<file path="config.mk">
export PLATFORM = sky130hd
export DESIGN_NAME = sirv_plic_icb_arb
export DESIGN_NICKNAME = d
export VERILOG_FILES = /design/src/rtl/sirv_plic_icb_arb.sv
export SDC_FILE = /design/constraint.sdc
export NUM_CORES = 1
export LEC_CHECK = 0
export BUFFER_PORTS_ARGS = -buffer_cell sky130_fd_sc_hd__buf_4
export CORE_AREA = 2 2 111 113
export CTS_BUF_LIST = sky130_fd_sc_hd__clkbuf_8
export CTS_CLUSTER_SIZE = 10
export DETAILED_ROUTE_END_ITERATION = 8
export DIE_AREA = 0 0 113 115
export GPL_TIMING_DRIVEN = 0
export PLACE_DENSITY = 0.52
export SKIP_CTS_REPAIR_TIMING = 1
export SLEW_MARGIN = 5
export SYNTH_ARGS = -nofsm -noshare
export SYNTH_HDL_FRONTEND = slang
export SYNTH_SLANG_ARGS = --single-unit
</file>
<file path="constraint.sdc">
create_clock -name clk -period 2 [get_ports clk]
set_input_delay 0.2 -clock clk [delete_from_list [all_inputs] [get_ports clk]]
set_output_delay 0.2 -clock clk [all_outputs]
set_load 0.05 [all_outputs]
</file>
<file path="src/rtl/sirv_plic_icb_arb.sv">
// Two-requester ICB arbiter/sequencer in front of the PLIC register port.
//   clk, rst          : clock, asynchronous active-high reset
//   m0_icb_* / m1_icb_*: upstream ICB masters (core, config agent)
//   s_icb_*           : downstream ICB slave (PLIC)
//   o_busy            : a transaction is in progress (any state but IDLE)
//   o_tmo_evt         : one-cycle pulse, high in the first cycle of the error response
module sirv_plic_icb_arb #(
  parameter int AW      = 24,
  parameter int DW      = 32,
  parameter int TMO_CYC = 64,
  parameter int TMO_W   = 8
) (
  input  logic          clk,
  input  logic          rst,

  input  logic          m0_icb_cmd_valid,
  output logic          m0_icb_cmd_ready,
  input  logic [AW-1:0] m0_icb_cmd_addr,
  input  logic          m0_icb_cmd_read,
  input  logic [DW-1:0] m0_icb_cmd_wdata,
  output logic          m0_icb_rsp_valid,
  input  logic          m0_icb_rsp_ready,
  output logic [DW-1:0] m0_icb_rsp_rdata,
  output logic          m0_icb_rsp_err,

  input  logic          m1_icb_cmd_valid,
  output logic          m1_icb_cmd_ready,
  input  logic [AW-1:0] m1_icb_cmd_addr,
  input  logic          m1_icb_cmd_read,
  input  logic [DW-1:0] m1_icb_cmd_wdata,
  output logic          m1_icb_rsp_valid,
  input  logic          m1_icb_rsp_ready,
  output logic [DW-1:0] m1_icb_rsp_rdata,
  output logic          m1_icb_rsp_err,

  output logic          s_icb_cmd_valid,
  input  logic          s_icb_cmd_ready,
  output logic [AW-1:0] s_icb_cmd_addr,
  output logic          s_icb_cmd_read,
  output logic [DW-1:0] s_icb_cmd_wdata,
  input  logic          s_icb_rsp_valid,
  output logic          s_icb_rsp_ready,
  input  logic [DW-1:0] s_icb_rsp_rdata,

  output logic          o_busy,
  output logic          o_tmo_evt
);

  typedef enum logic [2:0] {
    ST_IDLE,
    ST_CMD,
    ST_RSP,
    ST_ERR,
    ST_DRAIN
  } state_t;

  localparam bit               TMO_EN   = (TMO_CYC != 0);
  localparam logic [TMO_W-1:0] TMO_LAST = TMO_W'(TMO_CYC - 1);

  state_t           state;
  logic             gnt;
  logic             last_gnt;
  logic             late_done;
  logic [TMO_W-1:0] tmo_cnt;

  logic             any_vld;
  logic             sel;
  logic             cur;
  logic             cur_vld;
  logic [AW-1:0]    cur_addr;
  logic             cur_read;
  logic [DW-1:0]    cur_wdata;
  logic             cur_rsp_ready;

  assign any_vld = m0_icb_cmd_valid | m1_icb_cmd_valid;
  // Tie goes to the master not served last; a lone requester always wins.
  assign sel     = (m0_icb_cmd_valid & m1_icb_cmd_valid) ? ~last_gnt : m1_icb_cmd_valid;
  // Only IDLE follows the live selection; every other state is locked to gnt.
  assign cur     = (state == ST_IDLE) ? sel : gnt;

  assign cur_vld       = cur ? m1_icb_cmd_valid : m0_icb_cmd_valid;
  assign cur_addr      = cur ? m1_icb_cmd_addr  : m0_icb_cmd_addr;
  assign cur_read      = cur ? m1_icb_cmd_read  : m0_icb_cmd_read;
  assign cur_wdata     = cur ? m1_icb_cmd_wdata : m0_icb_cmd_wdata;
  assign cur_rsp_ready = cur ? m1_icb_rsp_ready : m0_icb_rsp_ready;

  // Outputs are forced low while rst is held so reset clears them immediately.
  always_comb begin
    s_icb_cmd_valid  = 1'b0;
    s_icb_cmd_addr   = '0;
    s_icb_cmd_read   = 1'b0;
    s_icb_cmd_wdata  = '0;
    s_icb_rsp_ready  = 1'b0;
    m0_icb_cmd_ready = 1'b0;
    m1_icb_cmd_ready = 1'b0;
    m0_icb_rsp_valid = 1'b0;
    m1_icb_rsp_valid = 1'b0;
    m0_icb_rsp_rdata = '0;
    m1_icb_rsp_rdata = '0;
    m0_icb_rsp_err   = 1'b0;
    m1_icb_rsp_err   = 1'b0;
    if (!rst) begin
      unique case (state)
        ST_IDLE, ST_CMD: begin
          if (cur_vld) begin
            s_icb_cmd_valid  = 1'b1;
            s_icb_cmd_addr   = cur_addr;
            s_icb_cmd_read   = cur_read;
            s_icb_cmd_wdata  = cur_wdata;
            m0_icb_cmd_ready = s_icb_cmd_ready & ~cur;
            m1_icb_cmd_ready = s_icb_cmd_ready &  cur;
          end
        end
        ST_RSP: begin
          s_icb_rsp_ready  = cur_rsp_ready;
          m0_icb_rsp_valid = s_icb_rsp_valid & ~cur;
          m1_icb_rsp_valid = s_icb_rsp_valid &  cur;
          m0_icb_rsp_rdata = (s_icb_rsp_valid & ~cur) ? s_icb_rsp_rdata : '0;
          m1_icb_rsp_rdata = (s_icb_rsp_valid &  cur) ? s_icb_rsp_rdata : '0;
        end
        ST_ERR: begin
          s_icb_rsp_ready  = 1'b1;
          m0_icb_rsp_valid = ~cur;
          m1_icb_rsp_valid =  cur;
          m0_icb_rsp_err   = ~cur;
          m1_icb_rsp_err   =  cur;
        end
        ST_DRAIN: begin
          s_icb_rsp_ready = 1'b1;
        end
        default: ;
      endcase
    end
  end

  always_ff @(posedge clk or posedge rst) begin
    if (rst) begin
      state     <= ST_IDLE;
      gnt       <= 1'b0;
      last_gnt  <= 1'b1;
      late_done <= 1'b0;
      tmo_cnt   <= '0;
      o_busy    <= 1'b0;
      o_tmo_evt <= 1'b0;
    end else begin
      o_tmo_evt <= 1'b0;
      unique case (state)
        ST_IDLE: begin
          if (any_vld) begin
            gnt    <= sel;
            o_busy <= 1'b1;
            state  <= s_icb_cmd_ready ? ST_RSP : ST_CMD;
          end
        end
        ST_CMD: begin
          if (cur_vld & s_icb_cmd_ready) begin
            state <= ST_RSP;
          end
        end
        ST_RSP: begin
          if (s_icb_rsp_valid & cur_rsp_ready) begin
            state    <= ST_IDLE;
            o_busy   <= 1'b0;
            last_gnt <= gnt;
            tmo_cnt  <= '0;
          end else if (TMO_EN) begin
            // Counter parks at TMO_LAST: a response held waiting for the
            // master keeps it there without firing.
            if (tmo_cnt == TMO_LAST) begin
              if (!s_icb_rsp_valid) begin
                state     <= ST_ERR;
                tmo_cnt   <= '0;
                o_tmo_evt <= 1'b1;
              end
            end else begin
              tmo_cnt <= tmo_cnt + TMO_W'(1);
            end
          end
        end
        ST_ERR: begin
          if (s_icb_rsp_valid) begin
            late_done <= 1'b1;
          end
          if (cur_rsp_ready) begin
            last_gnt <= gnt;
            if (late_done | s_icb_rsp_valid) begin
              state     <= ST_IDLE;
              o_busy    <= 1'b0;
              late_done <= 1'b0;
            end else begin
              state <= ST_DRAIN;
            end
          end
        end
        ST_DRAIN: begin
          if (s_icb_rsp_valid) begin
            state     <= ST_IDLE;
            o_busy    <= 1'b0;
            late_done <= 1'b0;
          end
        end
        default: begin
          state <= ST_IDLE;
        end
      endcase
    end
  end

endmodule

</file>
==> impl_metrics.json <==
{
  "p_per_area_nw_per_um2": 1120,
  "synth_edf_count": 0,
  "h-tree-depth": 1,
  "antenna_found_initial": 0,
  "period_minus_slack_ns": 2.56,
  "wire_per_inst_um": 17.5,
  "critPathLaunchType": "flop",
  "synth_area_per_cell_um2": 5.42,
  "clock-sinks": 16,
  "yosys_warnings": 0,
  "synth_flop_cell": "dfrtp_1",
  "drtIter0Drc": 222,
  "cp.depth": 8,
  "worst_hold_path_type": "primary input to flop",
  "critPathMaxFanout": 7,
  "r2r_cells": 9,
  "endpoint_kind": "primary output",
  "finalSetupViolations": 141,
  "route.detailed.drc": 18,
  "seq_area_frac_synth_pct": 17.6,
  "rsz0062_at_grt": "true",
  "nets": 906,
  "async_flop_share_pct": 100,
  "num_antenna_cells": 0,
  "grt_pass1_vias": 3713,
  "worst_slew_pin_slew_ns": 0.863,
  "fin_skew_ns": 0.00302,
  "vias": 4182,
  "grt_max_degree": 26,
  "arrival_ns": 2.36,
  "syn_inst": 421,
  "final_max_slew_viol_count": 0,
  "die_w_um": 113,
  "crit_chain": "or3_1 > buf_6 > mux2_4 > mux2_4 > buf_8 > o21ai_4 > a21oi_4 > buf_6",
  "seqCellArea_um2": 404,
  "achievable-frequency_mhz": 390,
  "cts_buffer_depth": 2,
  "layout-drive-gt1-share_pct": 66.3,
  "ys_seq_elements": 16,
  "grt_overflow": 0,
  "cts_tree": "done",
  "insertion_delay_ns": 0.25,
  "die_y_um": 115,
  "synth_most_common_cell": "nand2_1",
  "cpLargestDelayFamily": "multiplexers",
  "finalHoldViolations": 0,
  "place_inst": 852,
  "hpwl_um": 12200,
  "ant_nets": 0,
  "yosys-top-cells-area": "nand2_1 26%, dfrtp_1 16%, a21oi_1 14%",
  "die_area_um2": 13000,
  "drv_cap": 0,
  "synth_common_cells": "156 x nand2_1, 71 x nor2_1, 64 x a21oi_1",
  "drt_wl_total_um": 15700,
  "start_util_pct": 19.3,
  "worst_hold_path.num_cells": 4,
  "cpPeakStageDelay_ns": 0.43,
  "violations": "design-rule violations, negative setup slack",
  "syn_area_um2": 2280,
  "area_growth_pct": 209,
  "maxSlewHeadroom_pct": 42.3,
  "nFillCells": 1081,
  "grtUsageTotal_pct": 20.3,
  "grt_first_pass_wirelength_um": 21200,
  "cts_root_buf": "clkbuf_8",
  "first_pass_iters": 9,
  "multiInputGateArea_um2": 2900,
  "port-buffer-count": 284,
  "yosys.cell_types.count": 49,
  "synth_fp_nets": 576,
  "timing.final.ws_setup_ns": -0.564,
  "cp_data_required_time_ns": 1.80,
  "pre_cts_ws_ns": -0.497,
  "yosysTopAreaCell": "nand2_1",
  "status": "finished, violations left",
  "fin_crit_sh_pct": 128,
  "cts_buffers": 3,
  "crit_buf_inv": 3,
  "fp-row-count": 40,
  "critPathSlowestCell": "dfrtp_2",
  "crit_type": "flop to primary output",
  "ir_worst_vdd_mv": 0.626,
  "design.core.area_um2": 11800,
  "ios": 285,
  "via_per_inst": 4.66,
  "clk_pin_slew_ns": 0.07,
  "p_leak_nw": 3.08,
  "synth_top_area_share_pct": 25.6,
  "place_congestion": 0.883,
  "finalNonFillerCells": 897
}
kinds of logic after synthesis:
group	after synthesis	share of synthesized area [%]
and+or+nand+nor	254	44.7
adders and majority gates	1	0.548
AOI/OAI and AO/OA	105	27.8
DFF	16	17.6
muxes	4	2.25
buffers and inverters	41	7.12
worst min-delay path: cells and delay by family:
family / cells / cell delay [ns]
buf+inv: 1 / 0.10
simple gates: 3 / 0.19
per-stage QoR:
stage / instance area [µm²] / util, % / power [mW] / hold slack [ns] / TNS, ns
finish: 7050 / 59.7 / 7.92 / 0.266 / -57.76
detailed placement: 5690 / 48.2 / 6.16 / 0.531 / -43.41
CTS: 5750 / 48.7 / 6.47 / 0.257 / -81.01
floorplan: 3380 / - / 4.76 / 0.376 / -16.67
global placement: 5690 / 48.2 / 6.10 / 0.523 / -42.66
global route: 7050 / 59.7 / 8.34 / 0.293 / -66.31
per-layer routing:
| layer | wire length (µm) | GRT usage [%] | vias up | part of all wire [%] |
|---|---|---|---|---|
| met3 | 1020 | 3.85 | 18 | 6.5 |
| met1 | 6080 | 26.4 | 1955 | 39 |
| met2 | 8270 | 35.8 | 138 | 53 |
| met4 | 295 | 2.93 | 0 | 1.9 |
| li1 | - | - | 2071 | - |
| met5 | 0 | 0 | - | 0 |
where the power goes:
part           switching, mW  total (mW)  leakage (nW)  internal, mW
Sequential             0.126       0.567         0.198         0.441
Combinational           4.23        7.05          2.85          2.82
Clock                  0.128       0.302        0.0288         0.175
cell type report:
class | count | area share, %
repair buffers | 326 | 44.2
multi-input cells | 364 | 41.1
flip-flops and latches | 16 | 5.73
plain buffers | 35 | 5.27
well taps | 147 | 2.61
clock buffers | 4 | 0.781
inverters | 5 | 0.337
cells in the final DEF (no fill, tap or decap), types with 4 or more instances in the layout:
master / netlist / layout
a211oi_2: 1 / 4
a21o_1: 4 / 4
a21oi_1: 64 / 4
a21oi_4: 0 / 60
buf_12: 0 / 13
buf_4: 0 / 211
buf_6: 1 / 83
buf_8: 0 / 31
clkbuf_1: 34 / 7
clkbuf_16: 0 / 6
clkbuf_2: 0 / 4
clkbuf_8: 0 / 5
dfrtp_1: 15 / 13
nand2_1: 156 / 155
nor2_1: 71 / 26
nor2_2: 0 / 8
nor2_4: 0 / 37
o21ai_0: 7 / 5
flip-flops by register name, indices dropped and copies added, names as in the netlist:
register and count:
late_done 1, o_tmo_evt 1, state 3, gnt 1
o_busy 1, tmo_cnt 8, last_gnt 1
path summary, 6_finish.rpt:
path / start / slack, ns / to
max in group asynchronous: rst / 1.21 / tmo_cnt[0]
min in group asynchronous: rst / 0.35 / gnt
worst min-delay path: m1_icb_cmd_valid / 0.27 / gnt
worst min register to register: o_busy / 0.55 / o_busy
worst max-delay path: state[0] / -0.56 / s_icb_rsp_ready
worst max register to register: state[0] / -0.47 / state[0]
(Power assumes the default switching activity.)
